==> config.mk <==
export PLATFORM = sky130hd
export DESIGN_NAME = fifo_fwft_reader
export DESIGN_NICKNAME = d
export VERILOG_FILES = /design/src/rtl/fifo_rd_pkg.sv /design/src/rtl/fifo_rd_skid_buf.sv /design/src/rtl/fifo_fwft_reader.sv
export SDC_FILE = /design/constraint.sdc
export NUM_CORES = 1
export LEC_CHECK = 0
export ABC_AREA = 0
export CORE_ASPECT_RATIO = 2
export CORE_MARGIN = 5
export CORE_UTILIZATION = 31
export CTS_BUF_LIST = sky130_fd_sc_hd__clkbuf_4
export DETAILED_ROUTE_END_ITERATION = 16
export GPL_TIMING_DRIVEN = 0
export PLACE_DENSITY_LB_ADDON = 0.2
export SLEW_MARGIN = 20
export SYNTH_ARGS = -nofsm -noshare
export SYNTH_HDL_FRONTEND = slang
export SYNTH_HIERARCHICAL = 1
export SYNTH_SLANG_ARGS = --single-unit
==> constraint.sdc <==
create_clock -name i_clk -period 2.6 [get_ports i_clk]
set_clock_uncertainty 0.1 [all_clocks]
set_input_delay 0.39 -clock i_clk [delete_from_list [all_inputs] [get_ports i_clk]]
set_output_delay 0.39 -clock i_clk [all_outputs]
set_load 0.05 [all_outputs]
==> src/rtl/fifo_rd_pkg.sv <==
// Shared types for the FIFO read-side consumer.
// Buffer depth, pointer type and wrapping increment.
package fifo_rd_pkg;

  localparam int BUF_DEPTH = 3;

  typedef logic [1:0] ptr_t;
  typedef logic [1:0] occ_t;

  function automatic ptr_t ptr_inc(input ptr_t p);
    return (p == ptr_t'(BUF_DEPTH - 1)) ? '0 : p + 2'd1;
  endfunction

endpackage

==> src/rtl/fifo_rd_skid_buf.sv <==
// Three-entry circular store between FIFO and stream.
// Tracks head, tail and occupancy; flush empties it.
module fifo_rd_skid_buf
  import fifo_rd_pkg::*;
#(
  parameter int DATA_WIDTH = 8
) (
  input  logic                  clk,
  input  logic                  rst_n,
  input  logic                  push,
  input  logic                  pop,
  input  logic                  flush,
  input  logic [DATA_WIDTH-1:0] wdata,
  output logic [DATA_WIDTH-1:0] rdata,
  output occ_t                  occ
);

  logic [DATA_WIDTH-1:0] mem [BUF_DEPTH];
  ptr_t                  head;
  ptr_t                  tail;

  assign rdata = mem[head];

  // Storage is data-only, so it carries no reset.
  always_ff @(posedge clk) begin
    if (push && !flush) begin
      mem[tail] <= wdata;
    end
  end

  // Pointer and occupancy bookkeeping; flush wins.
  always_ff @(posedge clk or negedge rst_n) begin
    if (!rst_n) begin
      head <= '0;
      tail <= '0;
      occ  <= '0;
    end else if (flush) begin
      head <= '0;
      tail <= '0;
      occ  <= '0;
    end else begin
      if (push) begin
        tail <= ptr_inc(tail);
      end
      if (pop) begin
        head <= ptr_inc(head);
      end
      unique case ({push, pop})
        2'b10:   occ <= occ + 2'd1;
        2'b01:   occ <= occ - 2'd1;
        default: occ <= occ;
      endcase
    end
  end

endmodule

==> src/rtl/fifo_fwft_reader.sv <==
// Standard-read FIFO drain presented as a FWFT stream.
// Credit = occupancy + in-flight beat, capped at depth.
module fifo_fwft_reader
  import fifo_rd_pkg::*;
#(
  parameter int DATA_WIDTH  = 8,
  parameter int COUNT_WIDTH = 16
) (
  input  logic                   i_clk,
  input  logic                   i_rst_n,
  input  logic                   i_empty,
  output logic                   o_rd_en,
  input  logic [DATA_WIDTH-1:0]  i_rd_data,
  output logic [DATA_WIDTH-1:0]  o_data,
  output logic                   o_valid,
  input  logic                   i_ready,
  input  logic                   i_flush,
  output logic [COUNT_WIDTH-1:0] o_count
);

  logic       inflight;
  logic       discard;
  logic       push;
  logic       pop;
  occ_t       occ;
  logic [2:0] credit;

  // Credits never look at i_ready, keeping rd_en off the
  // downstream combinational path.
  assign credit  = {1'b0, occ} + {2'b00, inflight};
  assign o_rd_en = i_rst_n && !i_empty && !i_flush
                && (credit < 3'(BUF_DEPTH));

  assign o_valid = (occ != '0);
  assign push    = inflight && !discard;
  assign pop     = o_valid && i_ready;

  fifo_rd_skid_buf #(
    .DATA_WIDTH(DATA_WIDTH)
  ) u_buf (
    .clk   (i_clk),
    .rst_n (i_rst_n),
    .push  (push),
    .pop   (pop),
    .flush (i_flush),
    .wdata (i_rd_data),
    .rdata (o_data),
    .occ   (occ)
  );

  // Track the beat the FIFO returns next cycle, and
  // mark it for dropping if a flush overtakes it.
  always_ff @(posedge i_clk or negedge i_rst_n) begin
    if (!i_rst_n) begin
      inflight <= 1'b0;
      discard  <= 1'b0;
    end else begin
      inflight <= o_rd_en;
      discard  <= i_flush && inflight;
    end
  end

  // Count accepted beats; a flush cancels the handshake.
  always_ff @(posedge i_clk or negedge i_rst_n) begin
    if (!i_rst_n) begin
      o_count <= '0;
    end else if (pop && !i_flush) begin
      o_count <= o_count + 1'b1;
    end
  end

endmodule
==> flow_summary.json, run 1 <==
{
  "syn-num-nets": 170,
  "yosys-top-cells-count": "24 x dfrtp_1, 24 x edfxtp_1, 16 x nand2_1",
  "power_mw": 1.89,
  "synth-edff-count": 24,
  "ir_worst_vdd_mv": 0.441,
  "synth_ff_type": "edfxtp_1",
  "critPathArrivalTime_ps": 1990,
  "drive_gt1_share_pct": 17.5,
  "crit_fanout": 6,
  "rsz0062_at_grt": "no",
  "post_drt_wl_per_cell_um": 13.8,
  "syn_area_mm2": 0.00209,
  "totalWireLength_um": 4060,
  "avgViaCountPerCell": 4.51,
  "io_buffer_count": 38,
  "grt_antenna_before_repair": 0,
  "slew_viol_final": 0,
  "ys_seq_elements": 48,
  "antenna_cells": 0,
  "criticalPathCategory": "reg2out",
  "ys_seq_area_share_pct": 63.3,
  "cts_buffers": 5,
  "cts_max_level": 2,
  "io_pins": 39,
  "p_per_area_mw_per_mm2": 686,
  "ctsLongestPathBuffers": 2,
  "gr-usage-all-layers_pct": 10.8,
  "regArea_mm2": 0.00132,
  "rr_worst_depth": 4,
  "multi_input_area_um2": 757,
  "critPathMostFrequentCell": "ha_1",
  "drt_iter0_drc": 27,
  "initial_core_util_pct": 31.5,
  "timing.final.crit_share_pct": 95.2,
  "core_area_mm2": 0.00662,
  "cpPeakStageDelay_ps": 490,
  "whs_path_depth": 1,
  "yosys-top-cells-area": "edfxtp_1 35%, dfrtp_1 29%, xnor2_1 5.5%",
  "worst_slew_pin_slew_ps": 747,
  "num-fill-cells": 680,
  "cts-root-buf": "clkbuf_4",
  "cts_tree": "yes",
  "synth_cell_types": 34,
  "drt_pass1_iterations": 4,
  "dieArea_mm2": 0.00858,
  "synth_top_area_share_pct": 34.5,
  "grt_first_pass_wirelength_um": 6930,
  "cp-start-kind": "flip-flop",
  "die_w_um": 68.0,
  "nets": 221,
  "route.detailed.drc": 0,
  "overflow": 0,
  "syn_area_per_cell_um2": 13.6,
  "finalHoldViolations": 0,
  "synth_top_area_cell": "edfxtp_1",
  "gp_congestion": 0.669,
  "endpoint_kind": "primary output",
  "antenna_left": 0,
  "vias": 1326,
  "clock-sinks": 48,
  "worstHoldPathType": "reg2reg",
  "synthToLayoutAreaGrowth_pct": 32.2,
  "slew_headroom_pct": 50.0,
  "fin_crit_ps": 2480,
  "fin_util_pct": 41.7,
  "grt_max_degree": 25,
  "async_flop_share_pct": 50.0,
  "outcome": "finished clean",
  "hold_slack_ps": 389,
  "grt_pass1_vias": 1425,
  "syn_inst": 154,
  "maxCapViolCount": 0,
  "crit_path_cell_trace": "ha_1 > ha_1 > or4b_4 > a21oi_4 > buf_6",
  "die_h_um": 126,
  "setup_viol": 0,
  "dpl.hpwl_um": 2990,
  "yosys_warnings": 6,
  "clkTransAtPathRegs_ps": 120,
  "leakage_nw": 1.07,
  "fmax_mhz": 404,
  "rows": 42,
  "insertion_delay_ps": 360,
  "critPathSlowestCell": "or4b_4",
  "critPathRequiredTime_ps": 2110
}
## flip-flops by register name, indices dropped and copies added, names as in the netlist
| register | cells |
|---|---|
| inflight | 1 |
| o_count | 16 |
| discard | 1 |
| u_buf/tail | 2 |
| u_buf/occ | 2 |
| u_buf/head | 2 |
| u_buf/mem | 24 |
## area by class of cell
cell class | count | area share, %
plain buffers | 4 | 1.04
clock buffers | 6 | 1.63
clock inverters | 2 | 2.18
inverters | 3 | 0.408
multi-input cells | 99 | 27.4
flip-flops and latches | 48 | 47.9
well taps | 88 | 3.99
repair buffers | 44 | 15.4
## power by group
part	internal, mW	switching (mW)	leakage [nW]
registers	0.839	0.0631	0.542
logic	0.169	0.284	0.475
clock network	0.311	0.226	0.0559
total	1.32	0.574	1.07
## placed cells by master (no fill, tap or decap), types with 3 or more instances in the layout
master | netlist | routed
nand2_1 | 16 | 16
xnor2_1 | 13 | 13
nor3b_2 | 3 | 5
ha_1 | 3 | 3
a21oi_1 | 4 | 3
xor2_1 | 3 | 3
o21ai_1 | 9 | 9
dfrtp_1 | 24 | 23
nor2_1 | 6 | 6
nand4_1 | 7 | 7
edfxtp_1 | 24 | 24
dlygate4sd2_1 | 0 | 9
clkbuf_4 | 0 | 6
buf_2 | 2 | 3
mux2i_1 | 9 | 9
buf_4 | 1 | 5
clkdlybuf4s50_1 | 0 | 27
## routing by layer
layer  up-vias  wire, um  track usage, %  share of wire [%]
met2        32      2330            19.1                 57
met4         0        87            4.92                2.1
li1        654         -               -                  -
met5         -         0               0                  0
met3         5       207            3.03                5.1
met1       635      1430            11.2                 35
## worst max-delay path: cells and delay by family, from the launching register on
family / cells / cell delay [ps]
compound gates: 1 / 140
fa+ha+maj: 2 / 360
buf+inv: 1 / 170
flops: 1 / 460
simple gates: 1 / 490
## through the flow
step           setup TNS (ps)  instance area [um2]  instances  setup slack (ps)
2_1_floorplan               0                 2090        154              78.2
3_3_place_gp           -10570                 2580        280             -1120
3_5_place_dp            -1050                 2590        280              -683
4_1_cts                     0                 2720        290              10.5
5_1_grt                     0                 2760        294              11.3
6_report                    0                 2760        294               125
## kinds of logic (layout without fill, tap and decap cells)
kind of cell    count (synthesis)  in the layout  synth area share [%]
xor+xnor                       16             16                  6.71
flops                          48             48                  63.3
fa+ha+maj                       3              3                  1.80
compound gates                 14             14                  3.54
simple gates                   56             56                  17.9
mux                            10             10                  4.85
buf+inv                         7             59                  1.92
## worst paths after layout
| check | from | endpoint | slack, ps |
|---|---|---|---|
| worst max-delay path | u_buf/occ[0] | o_rd_en | 120 |
| worst max register to register | inflight | u_buf/mem[1][0] | 690 |
| max in group asynchronous | i_rst_n | u_buf/occ[0] | 1830 |
| worst min-delay path | o_count[15] | o_count[15] | 390 |
| worst min register to register | o_count[15] | o_count[15] | 390 |
| min in group asynchronous | i_rst_n | o_count[10] | 410 |
## timing repair
action,in CTS,in global routing
setup buffers,0,4
hold buffers,2,0
gates resized for setup,17,3
gates cloned,0,0
hold endpoints to repair,24,0
setup endpoints to repair,9,1
Note: power is estimated with default switching activity, not from simulation.
==> inputs of run 2 (changes only) <==
--- a/config.mk
+++ b/config.mk
@@ -10,6 +10,7 @@
 export CORE_MARGIN = 5
 export CORE_UTILIZATION = 31
 export CTS_BUF_LIST = sky130_fd_sc_hd__clkbuf_4
+export CTS_CLUSTER_DIAMETER = 100
 export DETAILED_ROUTE_END_ITERATION = 16
 export GPL_TIMING_DRIVEN = 0
 export PLACE_DENSITY_LB_ADDON = 0.2
==> constraint.sdc (replaced) <==
create_clock -name i_clk -period 2.5 [get_ports i_clk]
set_clock_uncertainty 0.1 [all_clocks]
set_input_delay 0.375 -clock i_clk [delete_from_list [all_inputs] [get_ports i_clk]]
set_output_delay 0.375 -clock i_clk [all_outputs]
set_load 0.05 [all_outputs]
==> flow_summary.json, run 2 (synthesis gave the netlist of run 1 again) <==
{
  "antenna_cells": 0,
  "rsz0062_at_grt": "yes",
  "power_switching_mw": 0.593,
  "maxCapViolCount": 0,
  "layout.cells.non_filler": 293,
  "design_area_mm2": 0.00278,
  "initial_core_util_pct": 31.5,
  "finalHoldViolations": 0,
  "endpoint_kind": "primary output",
  "seq_power_share_pct": 48.0,
  "critPathArrivalTime_ps": 1980,
  "criticalPathCategory": "reg2out",
  "r2r-end": "u_buf/mem[1][5]",
  "worstHoldPathType": "reg2reg",
  "drt_iter0_drc": 34,
  "cpPeakStageDelay_ps": 520,
  "fin_tns_setup_ps": 0,
  "synthToLayoutAreaGrowth_pct": 33.0,
  "drt_pass1_iterations": 3,
  "cts-root-buf": "clkbuf_4",
  "pwr-share-comb_pct": 24.1,
  "crit_fanout": 7,
  "top_register": "u_buf/mem",
  "grt_max_degree": 25,
  "totalWireLength_um": 4240,
  "endpoint": "o_rd_en",
  "grt_first_pass_wirelength_um": 6870,
  "worst-r2r-setup-slack_ps": 510,
  "route.detailed.drc": 0,
  "startpoint": "u_buf/occ[0]",
  "dpl_cell_area_mm2": 0.00259,
  "largest_reg_flops": 24,
  "pwr-share-clk_pct": 27.9,
  "timing.final.crit_share_pct": 98.2,
  "p_per_area_mw_per_mm2": 707,
  "dpl.hpwl_um": 2990,
  "clock-sinks": 48,
  "num-fill-cells": 694,
  "mostFrequentLayoutCell": "clkdlybuf4s50_1",
  "ctsLongestPathBuffers": 2,
  "rr_worst_depth": 4,
  "insertion_delay_ps": 340,
  "slew_viol_final": 0,
  "nets": 220,
  "fin_crit_ps": 2450,
  "p_sw_share_pct": 30.2,
  "gr-usage-all-layers_pct": 10.5,
  "cts_max_level": 2,
  "antenna_left": 0,
  "leakage_nw": 1.06,
  "outcome": "finished clean",
  "p_int_mw": 1.37,
  "rows": 42,
  "critPathMostFrequentCell": "ha_4",
  "final_cell_mix": "27 x clkdlybuf4s50_1, 24 x edfxtp_1, 23 x dfrtp_1, 16 x nand2_1, 13 x xnor2_1",
  "worst_slew_pin_slew_ps": 778,
  "core_area_mm2": 0.00662,
  "crit_path_cell_trace": "ha_4 > ha_4 > or4b_4 > a21oi_4 > buf_6",
  "io_buffer_count": 38,
  "reg.largest.list": "u_buf/mem: 24 flops, o_count: 16 flops",
  "ir_worst_vdd_mv": 0.643,
  "clkTransAtPathRegs_ps": 130,
  "die_w_um": 68.0,
  "dieArea_mm2": 0.00858,
  "critPathRequiredTime_ps": 2030,
  "setup_viol": 0,
  "drive_gt1_share_pct": 18.0,
  "vias": 1333,
  "cts_buffers": 5,
  "gp_congestion": 0.709,
  "dp.cells": 280,
  "avgViaCountPerCell": 4.55,
  "grt_antenna_before_repair": 0,
  "cp-start-kind": "flip-flop",
  "slew_headroom_pct": 47.9,
  "fmax_mhz": 407,
  "cts_tree": "yes",
  "die_h_um": 126,
  "critPathSlowestCell": "or4b_4",
  "post_drt_wl_per_cell_um": 14.5,
  "io_pins": 39,
  "grt_pass1_vias": 1464,
  "overflow": 0,
  "r2r-start": "inflight"
}
run 2: changes by cell type in the layout (fill, tap and decap cells not counted):
cell / previous run / this run
ha_4: 0 / 2
ha_1: 3 / 1
buf_4: 5 / 4
run 2: cell type report:
class | instances | area [um2] | share of cell area, %
Tap cell | 88 | 110 | 3.96
Buffer | 4 | 28.8 | 1.04
Clock inverter | 2 | 60.1 | 2.16
Inverter | 3 | 11.3 | 0.405
Multi-Input combinational cell | 99 | 782 | 28.2
Sequential cell | 48 | 1320 | 47.6
Clock buffer | 6 | 45.0 | 1.62
Timing Repair Buffer | 43 | 418 | 15.0
run 2: worst max-delay path, delay by kind of cell, from the launching register on:
kind / cells / cell delay (ps)
AOI/OAI and AO/OA: 1 / 140
DFF: 1 / 480
buffers and inverters: 1 / 170
and+or+nand+nor: 1 / 520
adders and majority gates: 2 / 320
run 2: worst min-delay path by stage:
stage / end / cells past startpoint / start / slack, ps
after floorplan: discard / 0 / i_rst_n / -20
after global placement: o_count[15] / 1 / o_count[15] / 360
after detailed placement: o_count[11] / 1 / i_rst_n / 310
after CTS: o_count[15] / 1 / o_count[15] / 390
after global routing: o_count[15] / 1 / o_count[15] / 420
final: o_count[15] / 1 / o_count[15] / 380
run 2: metrics by stage:
stage	hold WS (ps)	power, mW	utilization, %	worst slack [ps]
global placement	364	1.42	39.0	-1170
finish	378	1.96	42.0	45.4
floorplan	-20.6	1.25	-	295
global route	415	2.06	42.0	-48.7
detailed placement	305	1.42	39.2	-708
CTS	387	1.98	41.1	-5.39
run 2: what timing repair did:
item                                    in CTS  in global routing
buffers inserted                             0                  3
resized for setup                           18                  5
hold buffers                                 2                  0
hold endpoints to repair                    24                  0
endpoints found under the setup margin       9                  1
pin swaps                                    0                  2
run 2: power by group through the flow:
stage,Sequential [mW],Clock (mW),Combinational (mW)
after global placement,0.957,0,0.461
after CTS,0.943,0.576,0.461
after detailed placement,0.958,0,0.463
after floorplan,1.04,0,0.209
after global routing,0.955,0.601,0.505
final,0.942,0.548,0.473
run 2: per-layer routing:
layer	wire, um	track usage [%]	up-vias
li1	-	-	650
met1	1670	11.6	651
met2	2370	18.9	30
met3	177	2.41	2
met4	31	3.52	0
met5	0	0	-
==> inputs of run 3 (changes only) <==
--- a/config.mk
+++ b/config.mk
@@ -8,9 +8,10 @@
 export ABC_AREA = 0
 export CORE_ASPECT_RATIO = 2
 export CORE_MARGIN = 5
-export CORE_UTILIZATION = 31
+export CORE_UTILIZATION = 48
 export CTS_BUF_LIST = sky130_fd_sc_hd__clkbuf_4
 export CTS_CLUSTER_DIAMETER = 100
+export CTS_CLUSTER_SIZE = 40
 export DETAILED_ROUTE_END_ITERATION = 16
 export GPL_TIMING_DRIVEN = 0
 export PLACE_DENSITY_LB_ADDON = 0.2
==> flow_summary.json, run 3 (synthesis gave the netlist of run 1 again) <==
{
  "outcome": "finished, violations left",
  "violations": "negative hold slack",
  "finalHoldViolations": 2,
  "rr_worst_depth": 4,
  "grt_pass1_vias": 1481,
  "antenna_cells": 0,
  "nets": 217,
  "endpoint_kind": "primary output",
  "avgViaCountPerCell": 5.21,
  "endpoint": "o_rd_en",
  "worst-r2r-setup-slack_ps": 490,
  "totalWireLength_um": 3960,
  "p_per_area_mw_per_mm2": 660,
  "synthToLayoutAreaGrowth_pct": 27.1,
  "antenna_left": 0,
  "place_ws_ps": -1150,
  "dieArea_mm2": 0.00585,
  "vias": 1333,
  "mostFrequentLayoutCell": "clkdlybuf4s50_1",
  "clock-sinks": 48,
  "largest_reg_flops": 24,
  "critPathArrivalTime_ps": 1970,
  "leakage_nw": 1.01,
  "maxCapViolCount": 0,
  "drt_iter0_drc": 17,
  "design_area_mm2": 0.00266,
  "cts_buffers": 5,
  "ctsLongestPathBuffers": 2,
  "critPathMostFrequentCell": "ha_4",
  "io_buffer_count": 38,
  "rows": 34,
  "critPathRequiredTime_ps": 2030,
  "fmax_mhz": 408,
  "route.detailed.drc": 0,
  "crit_fanout": 6,
  "gr-usage-all-layers_pct": 15.0,
  "gp_congestion": 0.719,
  "core_area_mm2": 0.00430,
  "io_pins": 39,
  "die_w_um": 56.6,
  "dpl.hpwl_um": 3040,
  "initial_core_util_pct": 48.6,
  "r2r-start": "inflight",
  "grt_antenna_before_repair": 0,
  "cts-root-buf": "clkbuf_4",
  "post_drt_wl_per_cell_um": 15.5,
  "cts_tree": "yes",
  "dpl_cell_area_mm2": 0.00255,
  "insertion_delay_ps": 360,
  "drt_pass1_iterations": 4,
  "top_register": "u_buf/mem",
  "timing.final.crit_share_pct": 97.9,
  "power_mw": 1.75,
  "critPathSlowestCell": "or4b_4",
  "clkTransAtPathRegs_ps": 140,
  "cp_num_cells": 5,
  "overflow": 0,
  "die_h_um": 103,
  "crit_family": "simple AND/OR/NAND/NOR gates",
  "reg.largest.list": "u_buf/mem: 24 flops, o_count: 16 flops",
  "cp-start-kind": "flip-flop",
  "startpoint": "u_buf/occ[0]",
  "grt_max_degree": 26,
  "worstHoldPathType": "in2async",
  "cts_max_level": 2,
  "hold_slack_ps": -2.82,
  "r2r-end": "u_buf/mem[1][7]",
  "fin_crit_ps": 2450,
  "grt_first_pass_wirelength_um": 6600,
  "timing.final.ws_setup_ps": 51.6,
  "cp_num_buf_inv": 1,
  "drive_gt1_share_pct": 16.8,
  "slew_viol_final": 0,
  "final_cell_mix": "27 x clkdlybuf4s50_1, 24 x edfxtp_1, 23 x dfrtp_1, 16 x nand2_1, 13 x xnor2_1",
  "ir_worst_vdd_mv": 0.466,
  "crit_path_cell_trace": "ha_4 > ha_4 > or4b_4 > a21oi_4 > buf_6",
  "rsz0062_at_grt": "yes",
  "criticalPathCategory": "reg2out",
  "slew_headroom_pct": 52.2,
  "cpPeakStageDelay_ps": 500,
  "worst_slew_pin_slew_ps": 713,
  "setup_viol": 0
}
## run 3: metal layers
metal / GRT usage (%) / wire (um)
met5: 0 / 0
met4: 7.31 / 95
met3: 3.85 / 162
met2: 30.8 / 2420
met1: 12.5 / 1280
## run 3: layout make-up
type	count	area [um2]
Clock inverter	3	18.8
Timing Repair Buffer	40	387
Multi-Input combinational cell	99	782
Fill cell	361	1640
Sequential cell	48	1320
Tap cell	54	67.6
Inverter	3	11.3
Buffer	4	28.8
Clock buffer	5	37.5
## run 3: through the flow
| stage | utilization [%] | hold WS [ps] | setup TNS, ps | std cells |
|---|---|---|---|---|
| finish | 61.8 | -2.82 | 0 | 256 |
| global route | 61.8 | 23.2 | -23.1 | 256 |
| CTS | 60.9 | 5.42 | -26.8 | 254 |
| detailed placement | 59.3 | 366 | -4960 | 246 |
| global placement | 59.1 | 367 | -9810 | 246 |
| floorplan | - | -20.6 | 0 | 154 |
## run 3: worst reg2reg max path: cells and delay by family, from the launching register on
kind	cells	cell delay [ps]
simple gates	3	970
flops	1	430
buf+inv	1	150
## run 3: repair_timing
item	4_1_cts	5_1_grt
hold buffers	0	0
gates resized for setup	24	3
endpoints found under the setup margin	17	1
buffers inserted	0	2
gates cloned	0	0
## run 3: how the worst min path moves through the flow
stage | endpoint | slack [ps] | cells past startpoint
2_1_floorplan | discard | -20 | 0
6_report | u_buf/head[0] | -3 | 1
4_1_cts | o_count[11] | 5 | 1
3_5_place_dp | o_count[15] | 370 | 1
5_1_grt | u_buf/head[0] | 20 | 1
3_3_place_gp | o_count[15] | 370 | 1
## run 3: power by group
part	internal, mW	total, mW	leakage, nW	switching, mW
clock network	0.106	0.343	0.0249	0.236
logic	0.172	0.471	0.447	0.299
registers	0.872	0.939	0.542	0.0671
total	1.15	1.75	1.01	0.602
